[src/rtl/censor_pkg.sv]
// censor_pkg: shared constants, FIFO entry type and keep-mask helper for the
// censor stream packer.
package censor_pkg;

    localparam logic [7:0] CHAR_SPACE = 8'h20;
    localparam logic [7:0] CHAR_MASK  = 8'h2A;
    localparam int         WORD_W     = 32;
    localparam int         KEEP_W     = 4;

    // One output beat as stored in the word FIFO.
    typedef struct packed {
        logic [WORD_W-1:0] data;
        logic [KEEP_W-1:0] keep;
        logic              last;
    } word_entry_t;

    // Byte-enable mask for a partial word holding 'lanes' bytes (lanes 1..3).
    function automatic logic [KEEP_W-1:0] keep_mask(input logic [1:0] lanes);
        return (4'b0001 << lanes) - 4'b0001;
    endfunction

endpackage

[src/rtl/censor_word_fifo.sv]
// censor_word_fifo: synchronous FIFO of word_entry_t with full/empty flags.
// A push while full is accepted only when a pop frees a slot on the same edge.
module censor_word_fifo
    import censor_pkg::*;
#(
    parameter int DEPTH = 8
) (
    input  logic        clock,
    input  logic        reset,
    input  logic        push,
    input  word_entry_t push_entry,
    input  logic        pop,
    output word_entry_t pop_entry,
    output logic        full,
    output logic        empty
);

    localparam int AW = $clog2(DEPTH);

    logic [AW:0] wr_ptr_q, wr_ptr_d;
    logic [AW:0] rd_ptr_q, rd_ptr_d;
    logic        do_push, do_pop;
    word_entry_t mem_q [DEPTH];

    // Pointer arithmetic and flags; the extra pointer bit separates full from empty.
    always_comb begin
        // NOTE: every combinational output gets a default first so no path infers a latch.
        wr_ptr_d = wr_ptr_q;
        rd_ptr_d = rd_ptr_q;
        empty    = (wr_ptr_q == rd_ptr_q);
        full     = (wr_ptr_q[AW] != rd_ptr_q[AW]) &&
                   (wr_ptr_q[AW-1:0] == rd_ptr_q[AW-1:0]);
        do_pop   = pop && !empty;
        do_push  = push && (!full || do_pop);
        if (do_push) wr_ptr_d = wr_ptr_q + 1'b1;
        if (do_pop)  rd_ptr_d = rd_ptr_q + 1'b1;
    end

    // Pointer registers with synchronous active-low reset.
    always_ff @(posedge clock) begin
        // NOTE: sequential state uses non-blocking assignments so all flops update together.
        if (!reset) begin
            wr_ptr_q <= '0;
            rd_ptr_q <= '0;
        end else begin
            wr_ptr_q <= wr_ptr_d;
            rd_ptr_q <= rd_ptr_d;
        end
    end

    // Storage array write port.
    always_ff @(posedge clock) begin
        // NOTE: the array is not reset; emptiness comes from the pointers and reads are gated below.
        if (reset && do_push) mem_q[wr_ptr_q[AW-1:0]] <= push_entry;
    end

    // Head entry, forced to zero while empty so stale storage never reaches the port.
    always_comb begin
        pop_entry = '0;
        if (!empty) pop_entry = mem_q[rd_ptr_q[AW-1:0]];
    end

endmodule

[src/rtl/censor_stream_packer.sv]
// censor_stream_packer: packs censored bytes little-endian into 32-bit words,
// frames them on data_valid falling edges and streams them out over AXI-Stream.
// Optional feature macro: CENSOR_PACK_STATS_EN adds stat_censored / stat_frames.
module censor_stream_packer
    import censor_pkg::*;
#(
    parameter int FIFO_DEPTH = 8
) (
    input  logic        clock,
    input  logic        reset,
    input  logic        enable,
    input  logic [7:0]  char_in,
    input  logic        data_valid,
    output logic [31:0] m_axis_tdata,
    output logic [3:0]  m_axis_tkeep,
    output logic        m_axis_tlast,
    output logic        m_axis_tvalid,
    input  logic        m_axis_tready,
    output logic        overflow
`ifdef CENSOR_PACK_STATS_EN
    ,
    output logic [15:0] stat_censored,
    output logic [15:0] stat_frames
`endif
);

    logic [1:0]        lane_q, lane_d;
    logic [WORD_W-1:0] part_q, part_d;
    logic [WORD_W-1:0] hold_q, hold_d;
    logic              hold_vld_q, hold_vld_d;
    logic              dv_q, dv_d;
    logic              ovf_q, ovf_d;

    logic              accept, eof;
    logic              push, pop, fifo_full, fifo_empty;
    word_entry_t       push_entry, head_entry;

    // Byte packing, end-of-frame detection and FIFO push selection.
    always_comb begin
        lane_d     = lane_q;
        part_d     = part_q;
        hold_d     = hold_q;
        hold_vld_d = hold_vld_q;
        dv_d       = dv_q;
        ovf_d      = ovf_q;
        push       = 1'b0;
        push_entry = '0;

        accept = enable && data_valid;
        eof    = enable && dv_q && !data_valid;
        pop    = m_axis_tvalid && m_axis_tready;

        if (enable) dv_d = data_valid;

        if (accept) begin
            // First byte of a new word releases the previous complete word.
            if (lane_q == 2'd0 && hold_vld_q) begin
                push       = 1'b1;
                push_entry = '{data: hold_q, keep: 4'hF, last: 1'b0};
                hold_vld_d = 1'b0;
            end
            if (lane_q == 2'd3) begin
                hold_d     = {char_in, part_q[23:0]};
                hold_vld_d = 1'b1;
                part_d     = '0;
                lane_d     = 2'd0;
            end else begin
                part_d[{lane_q, 3'b000} +: 8] = char_in;
                lane_d = lane_q + 2'd1;
            end
        end else if (eof) begin
            if (lane_q == 2'd0) begin
                if (hold_vld_q) begin
                    push       = 1'b1;
                    push_entry = '{data: hold_q, keep: 4'hF, last: 1'b1};
                end
            end else begin
                push       = 1'b1;
                push_entry = '{data: part_q, keep: keep_mask(lane_q), last: 1'b1};
            end
            lane_d     = 2'd0;
            part_d     = '0;
            hold_d     = '0;
            hold_vld_d = 1'b0;
        end

        if (push && fifo_full && !pop) ovf_d = 1'b1;
    end

    // Input-side state registers.
    always_ff @(posedge clock) begin
        if (!reset) begin
            lane_q     <= '0;
            part_q     <= '0;
            hold_q     <= '0;
            hold_vld_q <= 1'b0;
            dv_q       <= 1'b0;
            ovf_q      <= 1'b0;
        end else begin
            lane_q     <= lane_d;
            part_q     <= part_d;
            hold_q     <= hold_d;
            hold_vld_q <= hold_vld_d;
            dv_q       <= dv_d;
            ovf_q      <= ovf_d;
        end
    end

    censor_word_fifo #(
        .DEPTH (FIFO_DEPTH)
    ) u_fifo (
        .clock      (clock),
        .reset      (reset),
        .push       (push),
        .push_entry (push_entry),
        .pop        (pop),
        .pop_entry  (head_entry),
        .full       (fifo_full),
        .empty      (fifo_empty)
    );

    assign m_axis_tvalid = !fifo_empty;
    assign m_axis_tdata  = head_entry.data;
    assign m_axis_tkeep  = head_entry.keep;
    assign m_axis_tlast  = head_entry.last;
    assign overflow      = ovf_q;

`ifdef CENSOR_PACK_STATS_EN
    logic [15:0] censored_q, censored_d;
    logic [15:0] frames_q, frames_d;

    // Saturating counters of accepted mask characters and end-of-frame events.
    always_comb begin
        censored_d = censored_q;
        frames_d   = frames_q;
        if (accept && char_in == CHAR_MASK && censored_q != 16'hFFFF)
            censored_d = censored_q + 16'd1;
        if (eof && frames_q != 16'hFFFF)
            frames_d = frames_q + 16'd1;
    end

    // Statistics registers.
    always_ff @(posedge clock) begin
        if (!reset) begin
            censored_q <= '0;
            frames_q   <= '0;
        end else begin
            censored_q <= censored_d;
            frames_q   <= frames_d;
        end
    end

    assign stat_censored = censored_q;
    assign stat_frames   = frames_q;
`endif

endmodule

[config.mk]
export PLATFORM = sky130hd
export DESIGN_NAME = censor_stream_packer
export DESIGN_NICKNAME = d
export VERILOG_FILES = /design/src/rtl/censor_pkg.sv /design/src/rtl/censor_word_fifo.sv /design/src/rtl/censor_stream_packer.sv
export SDC_FILE = /design/constraint.sdc
export NUM_CORES = 1
export LEC_CHECK = 0
export CAP_MARGIN = 25
export CORE_UTILIZATION = 40
export CTS_CLUSTER_DIAMETER = 60
export CTS_CLUSTER_SIZE = 12
export DETAILED_ROUTE_END_ITERATION = 16
export SYNTH_ARGS = -nofsm -noshare
export SYNTH_HDL_FRONTEND = slang
export SYNTH_HIERARCHICAL = 1
export SYNTH_SLANG_ARGS = --single-unit
[constraint.sdc]
create_clock -name clock -period 9.8 [get_ports clock]
set_input_delay 2.94 -clock clock [delete_from_list [all_inputs] [get_ports clock]]
set_output_delay 2.94 -clock clock [all_outputs]
set_load 0.01 [all_outputs]
# ---- After elaboration in Yosys (flattened, before gate mapping)
# Memories as Yosys holds them, arrays and structs flattened. A register that Yosys moved wholly into a read port is not among the register bits.
# Index checks and enable logic that the tools add are counted.
dict set report classes {
  n_addsub 5
  mul 0
  div 0
  order_cmp 0
  eq_ne 6
  n_shift 3
  n_mux 28
  bitwise_logic 0
  n_reduce_logical 20
}
# operator count
set op_table {}
lappend op_table {{two-way mux 37 bit} 6}
lappend op_table {{two-way mux 32 bit} 5}
lappend op_table {{bitwise mux 32 bit} 1}
lappend op_table {{variable shift 8 x 7 -> 32 bit (first input constant)} 1}
lappend op_table {{variable part select 8 x 7 -> 32 bit} 1}
lappend op_table {{logical AND 1 bit} 11}
lappend op_table {{two-way mux 1 bit} 11}
lappend op_table {{adder 4 x 1 -> 4 bit (second input constant)} 2}
lappend op_table {{negation 5 -> 7 bit} 1}
lappend op_table {{two-way mux 2 bit} 3}
lappend op_table {{two-way mux 3 bit} 2}
lappend op_table {{equality test 4 bit} 1}
lappend op_table {{logical NOT 1 bit} 4}
lappend op_table {{AND reduction 2 bit} 2}
lappend op_table {{<< shifter 1 x 2 -> 4 bit (first input constant)} 1}
lappend op_table {{subtractor 4 x 1 -> 4 bit (second input constant)} 1}
lappend op_table {{equality test 3 bit} 1}
lappend op_table {{inequality test 3 x 1 -> 1 bit (second input constant)} 1}
lappend op_table {{adder 2 x 1 -> 2 bit (second input constant)} 1}
lappend op_table {{equality test 2 bit (second input constant)} 1}
lappend op_table {{logical NOT 2 bit} 1}
lappend op_table {{inequality test 2 x 1 -> 1 bit (second input constant)} 1}
lappend op_table {{nonzero test 2 bit} 1}
lappend op_table {{logical OR 1 bit} 1}
lappend op_table {{inequality test 1 bit} 1}
dict set report totals {
  ff_bits 77
  latchBits 0
  ramBits 296
  rom_bits 0
  input_bits 13
  output_inout_bits 39
  word_cells 71
  memories 1
}
# memory depth width rd rd_ports_with_merged_regs wr line_no
set memory_table {}
lappend memory_table {u_fifo.mem_q 8 37 1 1 1 censor_word_fifo.sv:23} ;# word_entry_t mem_q [DEPTH];

# ---- Logic depth before layout (Yosys ltp)
# Gate-level depths: netlist of the first run.
dict set report depth {
  ltp_word 9
  ltp_mapped 10
  depth_no_buf 8
}

# ---- Hierarchy
# Netlist of the first run, hierarchy kept.
# mod instances cells_per_inst area_per_inst_um2 seq_area_each_um2
set by_module_without_submodules {}
lappend by_module_without_submodules {censor_word_fifo 1 555 11871.4 9108.7}
lappend by_module_without_submodules {censor_stream_packer 1 261 2906.5 1381.3}

# ---- Worst setup path before layout of the first run
# No wires, ideal clock.
dict set report synth_path {
  path_type {in2reg}
  from {input enable}
  to {memory u_fifo/mem_q[0][0] (netlist bit) (enable)}
  setup_ns 0.537
  arrival_ns 8.062
  required_ns 9.263
  setup_slack_ns 1.202
  stages 5
  n_path_buf 1
  cell_sequence {buf_6 -> o21ai_2 -> nor3_1 -> nand2_1 -> nor4b_1}
}
dict set report synth_via {
  elab_chain_cells 8
  elab_cells_between_ends 9
  cone_classes {mux: 4; reduce/logical: 5}
}
# element line_no
set synth_lines {}
lappend synth_lines {{start, declared} censor_stream_packer.sv:11} ;# input logic enable,
lappend synth_lines {{logical AND 1 bit (2 in a row)} censor_stream_packer.sv:50} ;# eof = enable && dv_q && !data_valid;
lappend synth_lines {{two-way mux 1 bit} censor_stream_packer.sv:71} ;# end else if (eof) begin
lappend synth_lines {{two-way mux 1 bit *} censor_stream_packer.sv:55} ;# if (accept) begin
lappend synth_lines {{named net push} censor_stream_packer.sv:35} ;# logic push, pop, fifo_full, fifo_empty;
lappend synth_lines {{logical AND 1 bit *} censor_word_fifo.sv:34} ;# do_push = push && (!full || do_pop);
lappend synth_lines {{logical AND 1 bit *} censor_word_fifo.sv:54} ;# if (reset && do_push) mem_q[wr_ptr_q[AW-1:0]] <= push_entry;
lappend synth_lines {{two-way mux 1 bit *} censor_word_fifo.sv:54}
lappend synth_lines {{two-way mux 1 bit (implied by the code) *} censor_word_fifo.sv:54}
lappend synth_lines {{end, declared} censor_word_fifo.sv:23}
# Mark *: on every way through the listed nets, which the timed path passes. The rest lies on a longest branch.

==> results of run 1 <==
[final cells by class]
type / count / area, µm²
fill: 3099 / 19600
sequential: 376 / 10500
multi-input combinational: 376 / 4020
clock buffer: 63 / 1040
timing repair buffer: 72 / 663
tap: 468 / 586
clock inverter: 6 / 61.3
inverter: 9 / 33.8
[critical path, stage by stage (launching register included)]
cell,delay [ns]
dfxtp_4,0.96
buf_4,0.69
mux4_2,0.58
mux2i_1,0.31
nor2_1,0.07
clkdlybuf4s50_1,0.48
[per-layer routing]
layer	GRT usage	wire (µm)	share of wire	vias to the layer above
met5	0	0	0	-
met2	0.260	14200	0.48	165
met4	0.0409	546	0.018	0
li1	-	-	-	3435
met1	0.229	13800	0.46	3902
met3	0.0256	1320	0.044	43
[flip-flops by register name, indices dropped and copies added (netlist names), named ones only]
signal	cells
dv_q	1
hold_q	32
part_q	32
lane_q	2
hold_vld_q	1
u_fifo/rd_ptr_q	4
u_fifo/wr_ptr_q	4
overflow	1
u_fifo/mem_q	296
[placed cells by master, fill, tap and decap left out, types with 21 or more instances in the layout]
master           instances
clkbuf_16               38
buf_4                   21
a32o_1                  24
mux2i_1                 41
nor2_1                  44
mux4_2                  74
nand2_1                 21
dfxtp_1                 77
a22o_1                  61
clkbuf_1                25
clkdlybuf4s50_1         50
edfxtp_1               296
[worst min path at each step]
stage          startpoint          to  slack (ns)  cells after the start
4_1_cts        hold_q[31]  hold_q[31]        0.47                      1
3_3_place_gp   part_q[24]  part_q[24]        0.45                      1
3_5_place_dp   part_q[30]  part_q[30]        0.45                      1
6_report       part_q[24]  part_q[24]        0.47                      1
2_1_floorplan  part_q[24]  part_q[24]        0.43                      1
5_1_grt        part_q[31]  part_q[31]        0.48                      1
[synthesized netlist by cell type (4+ instances only)]
cell / number / share of area
nor3b_1: 4 / 0.0020
buf_2: 16 / 0.0054
a22o_1: 61 / 0.036
nor2_1: 49 / 0.012
nor4_1: 5 / 0.0021
and3_1: 4 / 0.0017
dfxtp_1: 80 / 0.11
nor2b_1: 8 / 0.0034
buf_6: 8 / 0.0061
nand2_1: 21 / 0.0053
mux2i_1: 41 / 0.028
inv_1: 9 / 0.0023
o2bb2ai_1: 7 / 0.0041
ha_1: 9 / 0.0076
o21ai_0: 6 / 0.0020
buf_1: 6 / 0.0015
edfxtp_1: 296 / 0.60
o21a_1: 4 / 0.0020
mux4_2: 74 / 0.11
o211ai_1: 4 / 0.0020
a32o_1: 24 / 0.016
a22o_2: 4 / 0.0027
nand3_1: 5 / 0.0017
clkbuf_1: 21 / 0.0053
nand2b_1: 4 / 0.0017
[metrics by stage]
step                      setup WS (ns)  cell area [µm²]   util
after floorplan                    1.20            14800      -
after global placement             2.91            15800  0.432
after detailed placement           3.17            15800  0.433
after CTS                          3.04            16900  0.463
after global routing               2.87            16900  0.463
final                              3.22            16900  0.463
[power by group through the flow]
stage | registers [mW] | logic, mW | clock network (mW)
after floorplan | 1.74 | 0.0522 | 0
final | 1.71 | 0.0950 | 1.31
after detailed placement | 1.74 | 0.0969 | 0
after CTS | 1.71 | 0.0973 | 1.34
after global routing | 1.71 | 0.104 | 1.40
after global placement | 1.74 | 0.0961 | 0
[cells by family (layout without fill, tap and decap cells)]
logic type | count (synthesis) | after routing
compound gates | 125 | 125
xor+xnor | 5 | 5
fa+ha+maj | 9 | 9
buf+inv | 64 | 150
flops | 376 | 376
mux | 116 | 116
simple gates | 121 | 121
==> impl_metrics.csv, run 1 <==
group,metric,value,unit
clock_network,cts_hold_buf,0,
place,io_buffer_count,51,
power,p_sw_frac,0.203,
place,dpl.hpwl,17100,µm
drt,drtIter0Drc,547,
sta,max_slew.worst_pin.slew,0.925,ns
synthesis,synth_nets,838,
worst_setup_path,ff2ff_path_depth,7,
synthesis,ys_seq_area_frac,0.710,
drt,vias,7545,
power,p_comb_frac,0.031,
sta,hold_viol,0,
layout,stdcell_count,1370,
synthesis,synth_cell_type_count,56,
synthesis,synth-compound-area-share,0.0737,
synthesis,synthFlopType,"edfxtp_1",
power,total_power,3.11,mW
die,die_y,194,µm
power,clkPwrFrac,0.420,
global_routing,grt_pass1_vias,7819,
worst_setup_path,crit_path_start_kind,"flip-flop",
worst_setup_path,r2r_slack,6.01,ns
synthesis,muxShareOfSynthArea,0.141,
sta,final-setup-viol-count,0,
place,gp_congestion,0.755,
outcome,violations,"design-rule violations",
global_routing,antenna_found_initial,0,
layout,final_nets,895,
place,placedCellCount,1301,
synthesis,synth-adder-area-share,0.00762,
power,power.density,184,mW/mm²
worst_setup_path,worstSetupPathType,"reg2out",
synthesis,async_flop_share,0,
worst_setup_path,arrival,3.64,ns
die,die_x,194,µm
sta,drv_slew,0,
drt,wire_per_inst,21.8,µm
drt,viasPerCell,5.51,
run,drv_cap,0,
layout,antenna_cells,0,
synthesis,synthesis.area,0.0148,mm²
synthesis,synth_xor_area_frac,0.00296,
die,rows,70,
worst_setup_path,setup.worst_path.end,"m_axis_tdata[30]",
sta,slew_headroom,0.383,
synthesis,synth_cells,816,
global_routing,track_usage,0.161,
worst_setup_path,critPathRequiredTime,6.86,ns
die,initial_core_util,0.405,
power,p_int,2.48,mW
worst_setup_path,rr_endpoint,"u_fifo/mem_q[3][26]",
worst_setup_path,path_max_fanout,43,
synthesis,synth_edf_count,296,
synthesis,synth_seq_cells,376,
power,power.switching,631,µW
clock_network,h-tree-depth,2,
clock_network,clock_latency,0.53,ns
die,core_area,0.0365,mm²
clock_network,cts-root-buf,"clkbuf_16",
global_routing,grt_max_degree,63,
layout,syn_to_final_growth,14.4,%
drt,drcViolationCount,1,
clock_network,tritoncts,"done",
sta,fmax,152,MHz
sta,tns,0,ns
sta,holdWs,0.467,ns
clock_network,cts.sinks,376,
clock_network,cts_buffers,38,
sta,fin_skew,0.0235,ns
sta,min_period,6.58,ns
power,p_seq_frac,0.549,
clock_network,ctsResizeCount,0,
outcome,run_status,"complete, but fails checks",
global_routing,grt_pass1_wl,46700,µm
worst_setup_path,r2r-start,"u_fifo/wr_ptr_q[0]",
die,ios,52,
synthesis,ys_warn_count,6,
worst_setup_path,end_kind,"primary output",
synthesis,syn_avg_cell_area,18.1,µm²
die,die_area,0.0377,mm²
clock_network,clock_path_buffers,3,
sta,min_period_over_period,0.671,
layout,drive_gt1_frac,0.187,
drt,ant_nets,0,
drt,wl,29800,µm
clock_network,clk_pin_slew,0.06,ns
worst_hold_path,hold_class,"reg2reg",
drt,firstDrtPassIters,11,
power,p_leak,5.12,nW
power,ir_worst_vdd,0.000103,V
synthesis,synthSimpleGateAreaFrac,0.0421,
global_routing,grt_overflow_total,0,
clock_network,cts_setup_buffers,0,
synthesis,synth_top_family_by_area,"multiplexers",
sta,rsz0062_at_grt,"no",
(Power assumes the default switching activity.)
==> run 2, diff against run 1 <==
clock period = 5.7 ns   (was 9.8 ns; I/O delays follow)
==> impl_metrics.csv, run 2 (synthesis results as in run 1) <==
group,metric,value,unit
sta,min_period,4.61,ns
layout,layout_commonest_cell,"edfxtp_1",
layout,syn_to_final_growth,15.0,%
layout,finish.utilization,0.465,
worst_setup_path,path_max_fanout,21,
drt,wire_per_inst,22.5,µm
clock_network,tritoncts,"done",
place,dpl.hpwl,18400,µm
die,core_area,0.0365,mm²
die,ios,52,
sta,rsz0062_at_grt,"no",
die,rows,70,
power,power.density,313,mW/mm²
worst_setup_path,end_kind,"primary output",
layout,drive_gt1_frac,0.193,
place,gp_congestion,0.755,
layout,antenna_cells,0,
clock_network,cts_hold_buf,0,
die,initial_core_util,0.405,
global_routing,grt_max_degree,62,
clock_network,clock_latency,0.53,ns
die,die_y,194,µm
drt,firstDrtPassIters,5,
clock_network,h-tree-depth,2,
outcome,run_status,"completed",
worst_setup_path,critPathRequiredTime,3.99,ns
global_routing,track_usage,0.167,
sta,fin_skew,0.0270,ns
sta,drv_slew,0,
layout,stdcell_count,1376,
sta,final-setup-viol-count,0,
sta,min_period_over_period,0.809,
global_routing,grt_overflow_total,0,
die,die_x,194,µm
drt,drtIter0Drc,595,
sta,slew_headroom,0.398,
drt,ant_nets,0,
drt,wl,31000,µm
clock_network,cts_setup_buffers,0,
layout,final_nets,901,
worst_setup_path,arrival,2.90,ns
sta,tns,0,ns
drt,vias,7678,
sta,fmax,217,MHz
run,drv_cap,0,
global_routing,antenna_found_initial,0,
place,place_area,0.0159,mm²
sta,hold_viol,0,
worst_hold_path,hold_class,"reg2reg",
layout,final_cell_mix,"edfxtp_1, dfxtp_1, mux4_2",
power,p_leak,5.16,nW
global_routing,grt_pass1_vias,7661,
drt,viasPerCell,5.58,
place,placedCellCount,1308,
drt,drcViolationCount,0,
global_routing,grt_pass1_wl,47600,µm
power,total_power,5.33,mW
worst_setup_path,worstSetupPathType,"reg2out",
worst_setup_path,crit_path_start_kind,"flip-flop",
clock_network,ctsResizeCount,0,
layout,fin_area,0.0170,mm²
layout,largest_reg_flops,296,
place,io_buffer_count,51,
die,die_area,0.0377,mm²
power,ir_worst_vdd,0.000183,V
clock_network,cts.sinks,376,
sta,max_slew.worst_pin.slew,0.901,ns
clock_network,cts-root-buf,"clkbuf_16",
clock_network,cts_buffers,37,
clock_network,clock_path_buffers,3,
clock_network,clk_pin_slew,0.06,ns
## run 2: cell count changes in the layout (fill, tap and decap cells not counted), sizes merged
cell      previous run  this run
clkinvlp             1         0
buf                 22        29
## run 2: layer usage
metal,track usage,up-vias,wire length (µm)
li1,-,3443,-
met1,0.237,4026,14400
met2,0.268,167,14900
met3,0.0244,42,1170
met4,0.0461,0,586
met5,0,-,0
## run 2: path summary, 6_finish.rpt
check	startpoint	to	slack, ns	cells past startpoint
hold / removal	part_q[29]	part_q[29]	0.47	1
hold reg to reg	part_q[29]	part_q[29]	0.47	1
setup reg to reg	u_fifo/wr_ptr_q[0]	u_fifo/mem_q[7][8]	2.34	8
setup / recovery	flip-flop	m_axis_tdata[3]	1.09	5
## run 2: worst max-delay path: stages, from the launching register on
cell	delay [ns]
dfxtp_4	0.66
buf_4	0.38
mux4_2	0.54
mux2i_1	0.21
nor2_1	0.07
clkdlybuf4s50_1	0.49
## run 2: metrics by stage
stage	hold slack, ns	setup WS, ns
final	0.466	1.09
after global routing	0.485	0.934
after CTS	0.470	1.00
after detailed placement	0.447	0.817
after global placement	0.445	0.888
after floorplan	0.433	-1.39
## run 2: cell type report
class / count / area, µm²
clock buffer: 63 / 1030
fill: 3053 / 19500
clock inverter: 5 / 47.5
tap: 468 / 586
inverter: 9 / 33.8
multi-input combinational: 376 / 4040
sequential: 376 / 10500
timing repair buffer: 79 / 753
## run 2: where the power goes
part	switching (mW)	internal (mW)	total, mW	leakage (nW)
registers	0.00885	2.93	2.94	3.22
logic	0.0979	0.0720	0.170	1.43
clock network	0.977	1.24	2.22	0.519
==> run 3, diff against run 2 <==
clock period = 3.9 ns   (was 5.7 ns; I/O delays follow)
==> impl_metrics.csv, run 3 (synthesis results as in run 1) <==
group,metric,value,unit
power,p_sw_frac,0.201,
clock_network,cts_hold_buf,0,
place,dpl.hpwl,19000,µm
power,p_leak,5.29,nW
clock_network,cts_buffers,38,
power,p_comb_frac,0.034,
power,clkPwrFrac,0.425,
drt,vias,7728,
die,ios,52,
sta,drv_slew,0,
layout,fin_area,0.0173,mm²
worst_setup_path,crit_buf_inv,2,
layout,layout_commonest_cell,"edfxtp_1",
layout,stdcell_count,1390,
place,io_buffer_count,51,
layout,antenna_cells,0,
layout,drive_gt1_frac,0.208,
layout,syn_to_final_growth,17.3,%
sta,min_period,3.79,ns
power,p_int,6.33,mW
global_routing,grt_overflow_total,0,
global_routing,grt_pass1_wl,49300,µm
sta,fmax,264,MHz
sta,rsz0062_at_grt,"no",
place,place_area,0.0162,mm²
die,die_area,0.0377,mm²
sta,fin_skew,0.0210,ns
worst_setup_path,worstSetupPathType,"reg2out",
clock_network,cts.sinks,376,
drt,wire_per_inst,22.9,µm
power,total_power,7.92,mW
drt,wl,31800,µm
layout,largest_reg_flops,296,
sta,slew_headroom,0.492,
sta,hold_viol,0,
worst_setup_path,end_kind,"primary output",
worst_setup_path,slowest_stage,"mux4_2",
place,placedCellCount,1319,
power,power.switching,1.59,mW
global_routing,grt_max_degree,38,
worst_setup_path,path_max_fanout,14,
power,p_seq_frac,0.542,
sta,final-setup-viol-count,0,
run,drv_cap,0,
power,ir_worst_vdd,0.000313,V
drt,viasPerCell,5.56,
sta,max_slew.worst_pin.slew,0.759,ns
power,power.density,456,mW/mm²
worst_setup_path,crit_path_start_kind,"flip-flop",
sta,min_period_over_period,0.972,
die,initial_core_util,0.405,
worst_setup_path,crit_family,"multiplexers",
drt,firstDrtPassIters,4,
die,die_x,194,µm
clock_network,clock_path_buffers,3,
drt,ant_nets,0,
layout,final_nets,915,
layout,finish.utilization,0.475,
drt,drcViolationCount,0,
global_routing,track_usage,0.173,
outcome,run_status,"completed",
die,die_y,194,µm
worst_setup_path,crit_chain,"buf_12 > mux4_2 > mux2i_1 > nor2_1 > clkdlybuf4s50_1",
die,core_area,0.0365,mm²
drt,drtIter0Drc,612,
sta,holdWs,0.467,ns
clock_network,clk_pin_slew,0.05,ns
worst_setup_path,critPathRequiredTime,2.73,ns
place,gp_congestion,0.714,
global_routing,grt_pass1_vias,8118,
global_routing,antenna_found_initial,0,
worst_setup_path,critPathMaxStageDelay,0.51,ns
die,rows,70,
worst_hold_path,hold_class,"reg2reg",
clock_network,clock_latency,0.53,ns
clock_network,cts-root-buf,"clkbuf_16",
clock_network,h-tree-depth,2,
worst_setup_path,arrival,2.62,ns
layout,final_cell_mix,"edfxtp_1, dfxtp_1, mux4_2",
clock_network,tritoncts,"done",
-- run 3: cell types whose count changed in the layout (fill, tap and decap cells not counted), sizes merged --
| cell | before | now |
|---|---|---|
| inv | 12 | 11 |
| buf | 29 | 42 |
| bufinv | 0 | 1 |
| clkinvlp | 0 | 1 |
-- run 3: timing repair --
action	CTS	global route
setup buffers	2	0
gates resized for setup	0	2
endpoints found under the setup margin	2	3
-- run 3: final timing paths --
| path | cells past startpoint | endpoint | slack, ns | startpoint |
|---|---|---|---|---|
| min | 1 | hold_q[31] | 0.47 | hold_q[31] |
| min reg2reg | 1 | hold_q[31] | 0.47 | hold_q[31] |
| max reg2reg | 7 | u_fifo/mem_q[0][15] | 1.03 | lane_q[0] |
| max | 5 | m_axis_tdata[28] | 0.11 | flip-flop |
-- run 3: layout make-up --
| cell class | count | area, µm² |
|---|---|---|
| fillers | 3106 | 19200 |
| flip-flops and latches | 376 | 10500 |
| multi-input cells | 376 | 4080 |
| clock buffers | 63 | 1070 |
| repair buffers | 92 | 1010 |
| well taps | 468 | 586 |
| clock inverters | 6 | 62.6 |
| inverters | 9 | 33.8 |
-- run 3: power by group through the flow --
| stage | combinational (mW) | sequential (mW) | clock (mW) |
|---|---|---|---|
| 6_report | 0.267 | 4.29 | 3.36 |
| 3_3_place_gp | 0.269 | 4.37 | 0 |
| 5_1_grt | 0.289 | 4.29 | 3.59 |
| 3_5_place_dp | 0.270 | 4.37 | 0 |
| 4_1_cts | 0.272 | 4.29 | 3.44 |
| 2_1_floorplan | 0.137 | 4.37 | 0 |
-- run 3: routing by layer --
| metal | share of wire | GRT usage | vias to the layer above |
|---|---|---|---|
| met2 | 0.48 | 0.282 | 149 |
| met5 | 0 | 0 | - |
| met1 | 0.47 | 0.245 | 4058 |
| li1 | - | - | 3477 |
| met3 | 0.035 | 0.0244 | 44 |
| met4 | 0.017 | 0.0444 | 0 |
-- run 3: through the flow --
stage	TNS (ns)	setup slack (ns)
floorplan	-22.44	-0.190
global placement	0	0.257
detailed placement	0	0.161
CTS	0	0.0447
global route	0	0.0365
finish	0	0.109
